--- config.mk ---
export PLATFORM = sky130hd
export DESIGN_NAME = mod_inverse
export DESIGN_NICKNAME = d
export VERILOG_FILES = /design/src/rtl/mod_inverse.sv
export SDC_FILE = /design/constraint.sdc
export NUM_CORES = 2
export LEC_CHECK = 0
export ABC_AREA = 1
export CORE_MARGIN = 4
export CORE_UTILIZATION = 45
export CTS_CLUSTER_DIAMETER = 40
export DETAILED_ROUTE_END_ITERATION = 16
export SYNTH_ARGS = -nofsm -noshare
export SYNTH_HDL_FRONTEND = slang
export SYNTH_SLANG_ARGS = --single-unit
--- constraint.sdc ---
create_clock -name clk -period 12.88 [get_ports clk]
set_input_delay 2.576 -clock clk [delete_from_list [all_inputs] [get_ports clk]]
set_output_delay 2.576 -clock clk [all_outputs]
set_load 0.05 [all_outputs]
--- src/rtl/mod_inverse.sv ---
// Sequential modular inverse: a^-1 mod Q computed as a^(Q-2) mod Q by
// left-to-right square-and-multiply over one pipelined Barrett multiplier.

module mod_mult #(
    parameter int          WIDTH     = 32,
    parameter int unsigned Q         = 8380417,
    parameter int          K_BARRETT = 23,
    parameter int unsigned MU        = 8396807
) (
    input  logic             clk,
    input  logic [WIDTH-1:0] x,
    input  logic [WIDTH-1:0] y,
    output logic [WIDTH-1:0] z
);
    localparam int PW = 2 * WIDTH;
    localparam logic [PW-1:0] Q_P  = PW'(Q);
    localparam logic [PW-1:0] Q2_P = Q_P << 1;

    logic [WIDTH-1:0] x_s0, y_s0;
    logic [PW-1:0]    p_s1, p_s2, q_s2;
    logic [PW-1:0]    t;
    logic [WIDTH-1:0] red;
    logic [WIDTH-1:0] z_s3;

    // Barrett estimate undershoots by at most 2Q, so two conditional subtractions finish it
    always_comb begin
        t   = p_s2 - q_s2 * Q_P;
        red = WIDTH'(t);
        if (t >= Q2_P) begin
            red = WIDTH'(t - Q2_P);
        end else if (t >= Q_P) begin
            red = WIDTH'(t - Q_P);
        end
    end

    // Datapath registers carry no reset; the controller ignores stale contents
    always_ff @(posedge clk) begin
        x_s0 <= x;
        y_s0 <= y;
        p_s1 <= PW'(x_s0) * PW'(y_s0);
        p_s2 <= p_s1;
        q_s2 <= PW'(({{PW{1'b0}}, p_s1 >> (K_BARRETT - 1)} * (2 * PW)'(MU)) >> (K_BARRETT + 1));
        z_s3 <= red;
    end

    assign z = z_s3;
endmodule

module mod_inverse #(
    parameter int          WIDTH        = 32,
    parameter int unsigned Q            = 8380417,
    parameter int          K_BARRETT    = 23,
    parameter int unsigned MU           = 8396807,
    parameter int          MULT_LATENCY = 4
) (
    input  logic             clk,
    input  logic             rst_n,
    input  logic             in_valid,
    output logic             in_ready,
    input  logic [WIDTH-1:0] a,
    output logic             out_valid,
    input  logic             out_ready,
    output logic [WIDTH-1:0] result,
    output logic             err
);
    localparam int unsigned      EXP_I    = Q - 2;
    localparam int               EXP_BITS = $clog2(EXP_I + 1);
    localparam logic [WIDTH-1:0] EXP      = WIDTH'(EXP_I);
    localparam logic [WIDTH-1:0] Q_W      = WIDTH'(Q);
    localparam int               IDX_W    = $clog2(EXP_BITS);
    localparam int               CNT_W    = $clog2(MULT_LATENCY + 1);

    typedef enum logic [1:0] {IDLE, ISSUE, WAIT, DONE} state_t;
    typedef enum logic {SQR, MUL} phase_t;

    state_t           state, state_next;
    phase_t           phase, phase_next;
    logic [WIDTH-1:0] r, r_next, base, base_next;
    logic [IDX_W-1:0] idx, idx_next;
    logic [CNT_W-1:0] cnt, cnt_next;
    logic [WIDTH-1:0] result_q, result_next;
    logic             err_q, err_next;
    logic [WIDTH-1:0] op_y, prod;

    // Operands derive from r and phase only, so they hold steady through WAIT
    assign op_y = (phase == SQR) ? r : base;

    mod_mult #(
        .WIDTH(WIDTH), .Q(Q), .K_BARRETT(K_BARRETT), .MU(MU)
    ) u_mult (
        .clk(clk),
        .x  (r),
        .y  (op_y),
        .z  (prod)
    );

    always_ff @(posedge clk) begin
        if (!rst_n) begin
            state    <= IDLE;
            phase    <= SQR;
            r        <= '0;
            base     <= '0;
            idx      <= '0;
            cnt      <= '0;
            result_q <= '0;
            err_q    <= 1'b0;
        end else begin
            state    <= state_next;
            phase    <= phase_next;
            r        <= r_next;
            base     <= base_next;
            idx      <= idx_next;
            cnt      <= cnt_next;
            result_q <= result_next;
            err_q    <= err_next;
        end
    end

    // The exponent's top bit seeds r with a; each lower bit costs a square plus an optional multiply
    always_comb begin
        state_next  = state;
        phase_next  = phase;
        r_next      = r;
        base_next   = base;
        idx_next    = idx;
        cnt_next    = cnt;
        result_next = result_q;
        err_next    = err_q;
        case (state)
            IDLE: begin
                if (in_valid) begin
                    if (a != '0 && a < Q_W) begin
                        base_next   = a;
                        r_next      = a;
                        idx_next    = IDX_W'(EXP_BITS - 2);
                        phase_next  = SQR;
                        err_next    = 1'b0;
                        result_next = '0;
                        state_next  = ISSUE;
                    end else begin
                        result_next = '0;
                        err_next    = 1'b1;
                        state_next  = DONE;
                    end
                end
            end
            ISSUE: begin
                cnt_next   = CNT_W'(MULT_LATENCY - 1);
                state_next = WAIT;
            end
            WAIT: begin
                if (cnt == '0) begin
                    r_next = prod;
                    if (phase == SQR && EXP[idx]) begin
                        phase_next = MUL;
                        state_next = ISSUE;
                    end else if (idx == '0) begin
                        result_next = prod;
                        state_next  = DONE;
                    end else begin
                        idx_next   = idx - 1'b1;
                        phase_next = SQR;
                        state_next = ISSUE;
                    end
                end else begin
                    cnt_next = cnt - 1'b1;
                end
            end
            DONE: begin
                if (out_ready) begin
                    state_next = IDLE;
                end
            end
            default: state_next = IDLE;
        endcase
    end

    assign in_ready  = (state == IDLE);
    assign out_valid = (state == DONE);
    assign result    = result_q;
    assign err       = err_q;
endmodule
# After elaboration in Yosys (flattened, before gate mapping)
# Memories as Yosys holds them, arrays and structs flattened. A register that Yosys moved wholly into a read port is not among the register bits.
# Index checks and enable logic that the tools add are counted.
totals:
  register_bits: 396
  rom_bits: 32
  out_inout_bits: 35
  wordCells: 93
  mem_count: 1
classes:
  addsub: 5
  n_mul: 3
  order_cmp: 4
  eq_ne: 12
  mux: 37
  bitwise_logic: 1
  reduce_logical: 16
memory_table:
  columns: ["name", "depth", "width", "rd", "rd_ports_with_merged_regs", "wr", "line", "source"]
  rows:
  - ["(name not given)", 32, 1, 1, 1, 0, "154", "if (phase == SQR && EXP[idx]) begin"]
op_table:
  columns: ["op", "count"]
  rows:
  - ["32-bit 2-to-1 mux", 10]
  - ["32-bit one-hot mux with 2 select lines", 2]
  - ["42-bit by 24-bit multiplier with 66-bit output (second input constant)", 1]
  - ["64-bit by 23-bit >= comparator with 1-bit output (second input constant)", 1]
  - ["64-bit by 24-bit >= comparator with 1-bit output (second input constant)", 1]
  - ["32-bit by 32-bit multiplier with 64-bit output", 1]
  - ["64-bit by 23-bit multiplier with 64-bit output (second input constant)", 1]
  - ["64-bit subtractor", 1]
  - ["5-bit 2-to-1 mux", 7]
  - ["32-bit by 23-bit less-than comparator with 1-bit output (second input constant)", 1]
  - ["32-bit nonzero test", 1]
  - ["32-bit by 23-bit subtractor with 32-bit output (second input constant)", 1]
  - ["32-bit by 24-bit subtractor with 32-bit output (second input constant)", 1]
  - ["2-bit 2-to-1 mux", 6]
  - ["2-bit inequality test (second input constant)", 6]
  - ["5-bit one-hot mux with 2 select lines", 1]
  - ["5-bit AND reduction", 2]
  - ["2-bit one-hot mux with 4 select lines", 1]
  - ["1-bit 2-to-1 mux", 7]
  - ["5-bit by 6-bit less-than comparator with 1-bit output (second input constant)", 1]
  - ["3-bit one-hot mux with 2 select lines", 1]
  - ["3-bit AND reduction", 2]
  - ["6-bit AND reduction", 1]
  - ["5-bit zero test", 1]
  - ["other kinds (15)", 20]

# Logic depth before layout (Yosys ltp)
logic_depth:
  ltp_word: 8
  mapped_depth: 40
  ltp_nobuf: 39

# Modules after synthesis
# Synthesis repeated with hierarchy kept, for this count alone.
hier_totals:
  cells_unflattened: 9002
  area_unflattened_um2: 70816.7
by_module_without_submodules:
  columns: ["module", "instances", "cells_each", "area_per_inst_um2"]
  rows:
  - ["mod_mult", 1, 8327, 65998.3]
  - ["mod_inverse", 1, 675, 4818.4]

# Worst setup path before layout
# No wires, ideal clock.
synth_timing:
  path_kind: "register to register"
  start: "register u_mult.y_s0[2]"
  end: "register u_mult.p_s1[44]"
  setup_time_ps: 121
  arrival_time_ps: 6719
  slack_ps: 6040
  path_stages_with_launch: 30
  n_path_buf: 1
  cell_sequence: "dfxtp_1 clkbuf_1 nand2_1 fa_1 inv_1 fa_1 inv_1 fa_1 inv_1 fa_1 inv_1 fa_1 inv_1 fa_1 fa_1 inv_1 fa_1 inv_1 ha_1 a21oi_1 inv_1 a31oi_1 o21ai_0 a21oi_1 o21ai_0 a21boi_0 o21ai_0 nand2_1 nand2_1 xor2_1"
synth_between:
  elab_chain_cells: 1
synth_lines:
  columns: ["item", "line", "source"]
  rows:
  - ["from (decl)", "19", "logic [WIDTH-1:0] x_s0, y_s0;"]
  - ["from (signal assigned)", "39", "y_s0 <= y;"]
  - ["32-bit by 32-bit multiplier with 64-bit output", "40", "p_s1 <= PW'(x_s0) * PW'(y_s0);"]
  - ["to (signal assigned)", "40", null]
  - ["to (decl)", "20", "logic [PW-1:0] p_s1, p_s2, q_s2;"]
# No other way between the ends.
# A chain may end at the register's enable or synchronous reset.

# Worst setup path in the final report
layout_timing:
  start: "register u_mult.y_s0[4]"
  end: "register u_mult.p_s1[61]"
# The elaborated chain is that of the path after synthesis.

==> key figures <==
Final layout
  – Nets@finish: 11,000
  – Share of cells above drive strength 1: 2.75%
  – Fill cells: 15,300
  – Layout area overhead: 7.19%
  – Commonest cells after routing, fill and taps aside: inv_1 (2,452), nand2_1 (2,227), fa_1 (1,333)
  – Commonest non-fill, non-tap cell in the layout: inv_1

Worst setup path
  – Critical Path AT: 9.10 ns
  – Critical path launch point type: register
  – Critical path type: register to register
  – Worst Setup SP: u_mult.y_s0[4]$_DFF_P_
  – Required time worst endpoint: 13.41 ns
  – CP Capture Type: register
  – Reg2Reg Launch Point: u_mult.y_s0[4]$_DFF_P_
  – CP max FO: 32

Placed design
  – DP Wirelength: 176,000 um
  – Routability cong.: 1.01
  – Input/output buffers: 70

STA
  – Final Cycle Share: 66.6%
  – Fin crit period: 8.58 ns
  – Final hold vios: 0
  – Max Fclk: 0.117 GHz
  – Setup TNS: 0 ns
  – Final Setup Violations: 0
  – RSZ-0062 raised after global routing: no
  – Worst-Margin Slew: 1.40 ns
  – Layout Skew: 0.0274 ns
  – Final Max Tran Viols: 0
  – Worst slew margin: 6.78%

Synthesis
  – Distinct cells, synth: 58
  – Post-synth top area share: 37.9%
  – Synth Cell Area: 0.0703 mm^2
  – Post-synth EDFFs: 0
  – Synth Area in Compound Gates: 5.24%
  – Ys flop type: dfxtp_1
  – FF+latch count, synth: 375
  – Sequential share of the synthesized area: 10.7%
  – Synth Area in XOR/XNOR: 1.76%
  – Largest cells by area after synthesis: fa_1 (38%), ha_1 (13%), inv_1 (13%)
  – Post-synthesis mux area share: 0%
  – Area leader, netlist: fa_1
  – Post-synthesis cell count: 8,892
  – Simple-gate share of the synthesized area: 16.5%
  – YS warnings: 0
  – Largest family of logic cells by synthesized area: adder cells
  – Synth Net Count: 11,000
  – Synthesized-area fraction occupied by adder cells: 51.3%
  – Async SR Flop Fraction: 0%
  – Syn Area/Cell: 7.91 um^2

Detailed routing
  – Vias per cell: 5.09
  – Routed via count: 55,800
  – DRT antenna net count: 0
  – Routed WL per cell: 19.6 um
  – Detailed Routing Iterations Pass 1: 7
  – Initial drt markers: 3,748
  – Drc violations: 0
  – Drt total wl: 215,000 um

Run status
  – Outcome: completed

Global route
  – Grt total ovfl: 0
  – Total global-route track usage: 26.8%
  – Number of global-route vias before repair: 57,800
  – Initial antenna violation count: 2
  – First-pass GRT wire length: 336,000 um
  – Largest net degree at the start of global routing: 73

Clocking
  – CTS Hold Bufs: 0
  – Clk sinks: 375
  – Max clock buf depth: 3
  – Num CTS Buffers: 67
  – CTS tree: done
  – Clock Root Buffer: clkbuf_16
  – H-Tree Level Count: 3
  – Postcts setup bufs: 0
  – Reg clk slew, reported paths: 0.06 ns
  – Clock latency on the worst-skew pair: 0.67 ns
  – Post-cts sizing count: 0

Die
  – Die height: 403 um
  – Core area: 0.155 mm^2
  – Initial Utilization: 45.5%
  – Die footprint: 0.163 mm^2
  – Num ports: 71
  – Row count: 144
  – Die X: 403 um

Hold path
  – HP Class: register to register
  – Min-delay src: u_mult.p_s1[10]$_DFF_P_

Flow run
  – Max-cap violations: 0
-- Yosys cell counts (all sizes together), types with 16 or more instances --
library cell / count
fa: 1333
xor2: 100
nand4: 42
nand2: 2235
nor4: 19
a21oi: 278
nor3: 36
xnor2: 40
inv: 2472
o21bai: 16
clkbuf: 236
a21o: 16
a31oi: 68
dfxtp: 375
a211oi: 23
nand3b: 17
nand3: 171
o21ai: 206
ha: 752
nor2: 380
-- layer usage --
| layer | up-vias | track usage (%) | part of all wire (%) |
|---|---|---|---|
| li1 | 25900 | - | - |
| met1 | 27600 | 36.0 | 43 |
| met2 | 1898 | 43.8 | 46 |
| met3 | 415 | 4.81 | 7.1 |
| met4 | 0 | 9.54 | 3.9 |
| met5 | - | 0 | 0 |
-- final timing paths --
check                            endpoint  slack, ns  depth (start not counted)
setup / recovery  u_mult.p_s1[61]$_DFF_P_       4.30                         27
hold / removal    u_mult.p_s2[10]$_DFF_P_       0.32                          0
setup reg to reg  u_mult.p_s1[61]$_DFF_P_       4.30                         27
hold reg to reg   u_mult.p_s2[10]$_DFF_P_       0.32                          0
-- metrics by stage --
stage	area, um^2	util (%)	setup WS, ns	instances	hold WS, ns
floorplan	70300	-	6.04	8892	0.310
global placement	73100	47.3	4.36	10800	0.311
detailed placement	73100	47.3	4.31	10800	0.312
CTS	75400	48.7	4.26	10900	0.314
global route	75400	48.7	3.86	10900	0.329
finish	75400	48.7	4.30	10900	0.317
-- logic make-up after synthesis --
group	Yosys count
adder cells (fa/ha/maj)	2085
AO/OA/AOI/OAI	660
AND/OR/NAND/NOR	2913
buffers and inverters	2719
XOR/XNOR	140
flip-flops	375
-- layout make-up --
class                   instances  area, um^2  share of cell area, %
well taps                    2044        2560                   3.39
clock buffers                  71        1720                   2.28
multi-input cells            5798       52600                   69.8
repair buffers                131        1150                   1.53
diodes                          1        2.50                0.00332
inverters                    2476        9300                   12.3
clock inverters                48         546                  0.723
flip-flops and latches        375        7520                   9.97
-- worst max-delay path, stage by stage (launching register included) --
cell and delay, ns:
dfxtp_1 1.24, nand2_1 0.20, fa_1 0.57, inv_1 0.06, fa_1 0.48, inv_1 0.06, fa_1 0.51, inv_1 0.07
fa_1 0.45, fa_1 0.55, inv_1 0.05, fa_1 0.52, inv_1 0.05, fa_1 0.52, inv_1 0.06, fa_1 0.48
inv_1 0.05, ha_1 0.36, nand2_1 0.19, nor2_1 0.24, nand2_1 0.10, nor4_1 0.36, nand3_1 0.14, nand3_1 0.29
nand2_1 0.08, o211ai_1 0.18, a41oi_1 0.21, xor2_1 0.33
-- sequential cells by signal, summed over array words and instances, names as in the netlist, named ones only --
register,flops
base,32
cnt,3
err,1
idx,5
phase,1
r,32
result,32
state,2
u_mult.p_s1,64
u_mult.p_s2,64
u_mult.q_s2,42
u_mult.x_s0,32
u_mult.y_s0,32
u_mult.z,32
Power is left out: the tool's default activity adds up to more than one toggle a clock period on the data nets, which glitch-free logic cannot reach.
